[src/rtl/draw_rect_ctl_if.sv]
//==============================================================================
// Module      : draw_rect_ctl_if
// Description : Mouse inputs and rectangle position outputs of draw_rect_ctl.
// Revision    : 1.0 - initial release
//==============================================================================
`default_nettype none

interface draw_rect_ctl_if;
    logic [11:0] mouse_xpos;
    logic [11:0] mouse_ypos;
    logic        mouse_left;
    logic [11:0] xpos;
    logic [11:0] ypos;
    logic        busy;

    modport master (
        output mouse_xpos,
        output mouse_ypos,
        output mouse_left,
        input  xpos,
        input  ypos,
        input  busy
    );

    modport slave (
        input  mouse_xpos,
        input  mouse_ypos,
        input  mouse_left,
        output xpos,
        output ypos,
        output busy
    );
endinterface

`default_nettype wire

[src/rtl/draw_rect_ctl.sv]
//==============================================================================
// Module      : draw_rect_ctl
// Description : Rectangle position controller: mouse-follow, gravity drop with
//               damped bounces off the screen bottom, advanced on a divided tick.
// Revision    : 1.0 - initial release
//==============================================================================
`default_nettype none

module draw_rect_ctl #(
    parameter int TICK_DIV   = 650_000,
    parameter int ACCEL      = 1,
    parameter int VMAX       = 255,
    parameter int MIN_BOUNCE = 4,
    parameter int SCREEN_H   = 600,
    parameter int RECT_H     = 64
) (
    input  wire logic      clk,
    input  wire logic      rst,
    draw_rect_ctl_if.slave bus
);

    localparam int CNT_W = $clog2(TICK_DIV);

    localparam logic [CNT_W-1:0] c_CNT_LAST   = CNT_W'(TICK_DIV - 1);
    localparam logic [12:0]      c_Y_MAX      = 13'(SCREEN_H - RECT_H);
    localparam logic [8:0]       c_ACCEL      = 9'(ACCEL);
    localparam logic [8:0]       c_VMAX       = 9'(VMAX);
    localparam logic [7:0]       c_MIN_BOUNCE = 8'(MIN_BOUNCE);

    typedef enum logic [1:0] {
        S_IDLE = 2'd0,
        S_FALL = 2'd1,
        S_RISE = 2'd2,
        S_STOP = 2'd3
    } state_t;

    state_t            state_q, state_d;
    logic [7:0]        v_q, v_d;
    logic [CNT_W-1:0]  cnt_q, cnt_d;
    logic [11:0]       xpos_q, xpos_d;
    logic [11:0]       ypos_q, ypos_d;
    logic              busy_q, busy_d;
    logic              left_prev_q;

    logic              press;
    logic              tick;
    logic [8:0]        v_inc;
    logic [7:0]        v_sat;
    logic [12:0]       y_next;
    logic [7:0]        v_bounce;
    logic [8:0]        v_dec;

    always_ff @(posedge clk) begin
        if (rst) begin
            state_q     <= S_IDLE;
            v_q         <= '0;
            cnt_q       <= '0;
            xpos_q      <= '0;
            ypos_q      <= '0;
            busy_q      <= 1'b0;
            // Starts "pressed" so a button held through reset is not a press.
            left_prev_q <= 1'b1;
        end else begin
            state_q     <= state_d;
            v_q         <= v_d;
            cnt_q       <= cnt_d;
            xpos_q      <= xpos_d;
            ypos_q      <= ypos_d;
            busy_q      <= busy_d;
            left_prev_q <= bus.mouse_left;
        end
    end

    always_comb begin
        press    = bus.mouse_left & ~left_prev_q;
        tick     = (cnt_q == c_CNT_LAST);
        v_inc    = {1'b0, v_q} + c_ACCEL;
        v_sat    = (v_inc > c_VMAX) ? c_VMAX[7:0] : v_inc[7:0];
        y_next   = {1'b0, ypos_q} + {5'b0, v_sat};
        v_bounce = v_sat >> 1;
        v_dec    = ({1'b0, v_q} > c_ACCEL) ? ({1'b0, v_q} - c_ACCEL) : 9'd0;

        state_d  = state_q;
        v_d      = v_q;
        xpos_d   = xpos_q;
        ypos_d   = ypos_q;
        cnt_d    = tick ? '0 : cnt_q + 1'b1;

        case (state_q)
            S_IDLE: begin
                xpos_d = bus.mouse_xpos;
                ypos_d = ({1'b0, bus.mouse_ypos} > c_Y_MAX) ? c_Y_MAX[11:0]
                                                            : bus.mouse_ypos;
                if (press) begin
                    state_d = S_FALL;
                    v_d     = '0;
                    cnt_d   = '0;
                end
            end
            S_FALL: begin
                if (tick) begin
                    if (y_next < c_Y_MAX) begin
                        ypos_d = y_next[11:0];
                        v_d    = v_sat;
                    end else begin
                        ypos_d = c_Y_MAX[11:0];
                        if (v_bounce < c_MIN_BOUNCE) begin
                            v_d     = '0;
                            state_d = S_STOP;
                        end else begin
                            v_d     = v_bounce;
                            state_d = S_RISE;
                        end
                    end
                end
            end
            S_RISE: begin
                if (tick) begin
                    ypos_d = (ypos_q > {4'b0, v_q}) ? (ypos_q - {4'b0, v_q}) : 12'd0;
                    v_d    = v_dec[7:0];
                    if (v_dec == 9'd0) begin
                        state_d = S_FALL;
                    end
                end
            end
            S_STOP: begin
                if (press) begin
                    state_d = S_IDLE;
                end
            end
            default: state_d = S_IDLE;
        endcase

        busy_d = (state_d == S_FALL) || (state_d == S_RISE);
    end

    assign bus.xpos = xpos_q;
    assign bus.ypos = ypos_q;
    assign bus.busy = busy_q;

endmodule

`default_nettype wire

[src/flat_wrapper.sv]
// flat-port wrapper written by rule: the top's interface ports become plain ports
module draw_rect_ctl_flat 
#(
    parameter int TICK_DIV   = 650_000,
    parameter int ACCEL      = 1,
    parameter int VMAX       = 255,
    parameter int MIN_BOUNCE = 4,
    parameter int SCREEN_H   = 600,
    parameter int RECT_H     = 64
)
  (clk, rst, bus_mouse_xpos, bus_mouse_ypos, bus_mouse_left, bus_xpos, bus_ypos, bus_busy);
  draw_rect_ctl_if bus_i ();
  input  wire logic clk;
  input  wire logic rst;
  input wire logic [$bits(bus_i.mouse_xpos)-1:0] bus_mouse_xpos;
  input wire logic [$bits(bus_i.mouse_ypos)-1:0] bus_mouse_ypos;
  input wire logic [$bits(bus_i.mouse_left)-1:0] bus_mouse_left;
  output wire logic [$bits(bus_i.xpos)-1:0] bus_xpos;
  output wire logic [$bits(bus_i.ypos)-1:0] bus_ypos;
  output wire logic [$bits(bus_i.busy)-1:0] bus_busy;
  assign bus_i.mouse_xpos = bus_mouse_xpos;
  assign bus_i.mouse_ypos = bus_mouse_ypos;
  assign bus_i.mouse_left = bus_mouse_left;
  assign bus_xpos = bus_i.xpos;
  assign bus_ypos = bus_i.ypos;
  assign bus_busy = bus_i.busy;
  draw_rect_ctl #(.TICK_DIV(TICK_DIV), .ACCEL(ACCEL), .VMAX(VMAX), .MIN_BOUNCE(MIN_BOUNCE), .SCREEN_H(SCREEN_H), .RECT_H(RECT_H)) u_core (.clk(clk), .rst(rst), .bus(bus_i));
endmodule
[config.mk]
export PLATFORM = sky130hd
export DESIGN_NAME = draw_rect_ctl_flat
export DESIGN_NICKNAME = d
export VERILOG_FILES = /design/src/rtl/draw_rect_ctl_if.sv /design/src/rtl/draw_rect_ctl.sv /design/src/flat_wrapper.sv
export SDC_FILE = /design/constraint.sdc
export NUM_CORES = 1
export LEC_CHECK = 0
export CORE_MARGIN = 4
export CORE_UTILIZATION = 34
export CTS_CLUSTER_DIAMETER = 30
export DETAILED_ROUTE_END_ITERATION = 10
export PLACE_DENSITY = 0.57
export SLEW_MARGIN = 25
export SYNTH_ARGS = -nofsm -noshare
export SYNTH_HDL_FRONTEND = slang
export SYNTH_SLANG_ARGS = --single-unit
[constraint.sdc]
create_clock -name clk -period 6.08 [get_ports clk]
set_clock_uncertainty 0.2 [all_clocks]
set_input_delay 0.912 -clock clk [delete_from_list [all_inputs] [get_ports clk]]
set_output_delay 0.912 -clock clk [all_outputs]
set_load 0.005 [all_outputs]
==> impl_metrics.toml <==
[global_route]
grt.overflow.total = 0
grt_max_degree = 39
grt_pass1_vias = 3612
grtUsageMet1 = 0.214
met2_usage = 0.269
busiest_layer = "met2"
use_met3 = 0.0258
grtUsageTotal = 0.164
antenna_found_initial = 0
grt_pass1_wl_um = 18800

[sta]
finalSetupTns_ns = 0
maxSlewHeadroom = 0.337
fmax_mhz = 212
slew_viol_final = 0
finalSetupViolCount = 0
final_hold_viol_count = 0
timing.final.ws_setup_ns = 1.36
period_share = 0.777
max_slew.worst_pin.slew_ns = 0.995
rsz0062_at_grt = "false"
whs_ns = 0.249
period_needed_ns = 4.72

[place]
port_buffers = 51
pre_cts_ws_ns = 1.38
post-dp-hpwl_um = 8740
dp_cells = 699
place_congestion = 0.886

[floorplan]
start_util = 0.346
dieArea_mm2 = 0.0140
num_rows = 40
ios = 52
die-width_um = 118
fp.dieH_um = 118
floorplan.core_area_mm2 = 0.0120

[critical_path]
critPathTopFamily = "simple AND/OR/NAND/NOR gates"
path_max_fanout = 16
cp-startpoint = "u_core.v_q[0]"
startpoint_type = "flop"
critPathCaptureType = "flop"
cp_num_buf_inv = 2
crit_slowest_cell = "dfxtp_1"
crit_chain = "inv_1, ha_1, nor3b_1, a41o_1, nand2b_1, nor2b_1, inv_1, ha_1, a211oi_4, nor4b_2, or3_1, a22oi_2, a41oi_4, nor2_4, o22ai_2, mux2_1"
arrival_ns = 4.73
slowest_delay_ns = 0.56
crit_required_ns = 6.09
critical_path_class = "reg2reg"
rr_startpoint = "u_core.v_q[0]"

[logic_synthesis]
yosys-top-cells-area = "dfxtp_1 (27%), ha_1 (8.5%), nor2_1 (5.8%)"
ys_ff_latch = 56
synth_compound_area_frac = 0.227
synth_edf_count = 0
ys_warn_count = 0
synth_seq_area_share = 0.271
yosys.area_share.adder = 0.0944
syn-cell-area_mm2 = 0.00413
synth_top_family_by_area = "simple AND/OR/NAND/NOR gates"
synth_top_area_cell = "dfxtp_1"
yosysMostFrequentCell = "nor2_1"
synth_mux_area_frac = 0.0512
syn_nets = 579
synthDistinctLibCells = 66
synth_top_cell_area_share = 0.271
netlist_instances = 522
async_reset_ff_frac = 0
synth_flop_cell = "dfxtp_1"
synth-xor-area-share = 0.0760
synth_commonest_cells = "nor2_1 (64), dfxtp_1 (56), nand2_1 (42), a21oi_1 (41), ha_1 (28)"
synth.avg_cell_area_um2 = 7.92
synth-simple-area-share = 0.236

[layout]
final_util = 0.409
final_cells = 707
nNetsFinal = 616
area_delta_synth_final_pct = 18.4
layout-drive-gt1-share = 0.0518
diodes = 0

[routing]
drc = 0
dr.pass1.iters = 4
num_vias = 3881
vias_per_cell = 5.49
dr.first_iter.drc_count = 180
routedWlPerCell_um = 16.3
ant_nets = 0
finalWirelength_um = 11500

[clock_network]
cts_setup_buffers = 0
numCtsBuffers = 5
cts_sinks = 56
cts_tree = "done"
clk_path_buf_depth = 2
clock_latency_ns = 0.31
cts_root_buffer = "clkbuf_16"
holdBufCountCts = 0
cts_resized = 0
cts.clk_slew.worst_paths_ns = 0.08
htree_levels = 2

[run]
maxCapViolations = 0

[min_path]
hold_start = "u_core.cnt_q[0]"
min_path_type = "reg2reg"

[pwr]
p_per_area_mw_per_mm2 = 327
p_leak_uw = 0.00189
irDropWorstVdd_mv = 0.121

[status]
status = "complete, no violations"
==> worst paths after layout <==
check                                  endpoint  slack, ns  depth (start not counted)
worst min register to register  u_core.cnt_q[0]       0.25                          1
worst min-delay path            u_core.cnt_q[0]       0.25                          1
worst max-delay path            u_core.bus.busy       1.36                         16
worst max register to register  u_core.bus.busy       1.36                         16
==> worst register-to-register path, cell delays in order (launching register included) <==
cell      delay (ns)
dfxtp_1         0.56
inv_1           0.15
ha_1            0.37
nor3b_1         0.16
a41o_1          0.25
nand2b_1        0.10
nor2b_1         0.17
inv_1           0.10
ha_1            0.32
a211oi_4        0.33
nor4b_2         0.12
or3_1           0.40
a22oi_2         0.25
a41oi_4         0.19
nor2_4          0.50
o22ai_2         0.15
mux2_1          0.33
==> layer usage <==
layer  wire length [um]  share of wire
met1               5290           0.46
met5                  0              0
met3                407          0.035
met4                356          0.031
met2               5460           0.47
==> cell families after synthesis <==
family          Yosys count
compound gates          136
xor+xnor                 35
simple gates            198
flops                    56
buf+inv                  46
mux                      21
fa+ha+maj                30
==> placed cells by master, fill, tap and decap left out, drive strengths merged, types with 3 or more instances in the layout <==
cell type,instances
nor2,66
nor3,11
nor2b,6
nor4,9
o21a,11
nand4,9
clkbuf,5
a41oi,3
a31oi,6
o22ai,10
o21ai,21
xor2,16
ha,28
clkdlybuf4s50,51
inv,26
a211o,4
dfxtp,56
a21oi,41
xnor2,19
or2,10
a21o,3
nor3b,4
a211oi,4
or3,8
nand3,14
mux2i,20
and3,7
o31ai,8
o31a,5
nand2b,6
nand2,42
==> where the power goes <==
| group | internal [uW] | switching (uW) | leakage [uW] |
|---|---|---|---|
| registers | 412 | 57.0 | 0.000457 |
| logic | 370 | 453 | 0.00136 |
| clock network | 156 | 153 | 0.0000708 |
==> final cells by class <==
cell class | instances | area [um^2]
multi-input combinational | 420 | 2830
sequential | 56 | 1120
clock buffer | 5 | 125
tap | 147 | 184
timing repair buffer | 52 | 518
fill | 1219 | 7070
inverter | 24 | 90.1
clock inverter | 3 | 25.0
==> registers in the layout, indices dropped and copies added, names as in the netlist <==
name and cells:
u_core.bus.busy 1, u_core.bus.xpos 12, u_core.bus.ypos 12, u_core.cnt_q 20, u_core.left_prev_q 1, u_core.state_q 2
u_core.v_q 8
==> per-stage QoR <==
stage	cell area [um^2]	total power, uW
finish	4890	1600
global route	4890	1710
CTS	4890	1610
detailed placement	4740	1290
global placement	4740	1290
floorplan	4130	1050
(Power assumes the default switching activity.)
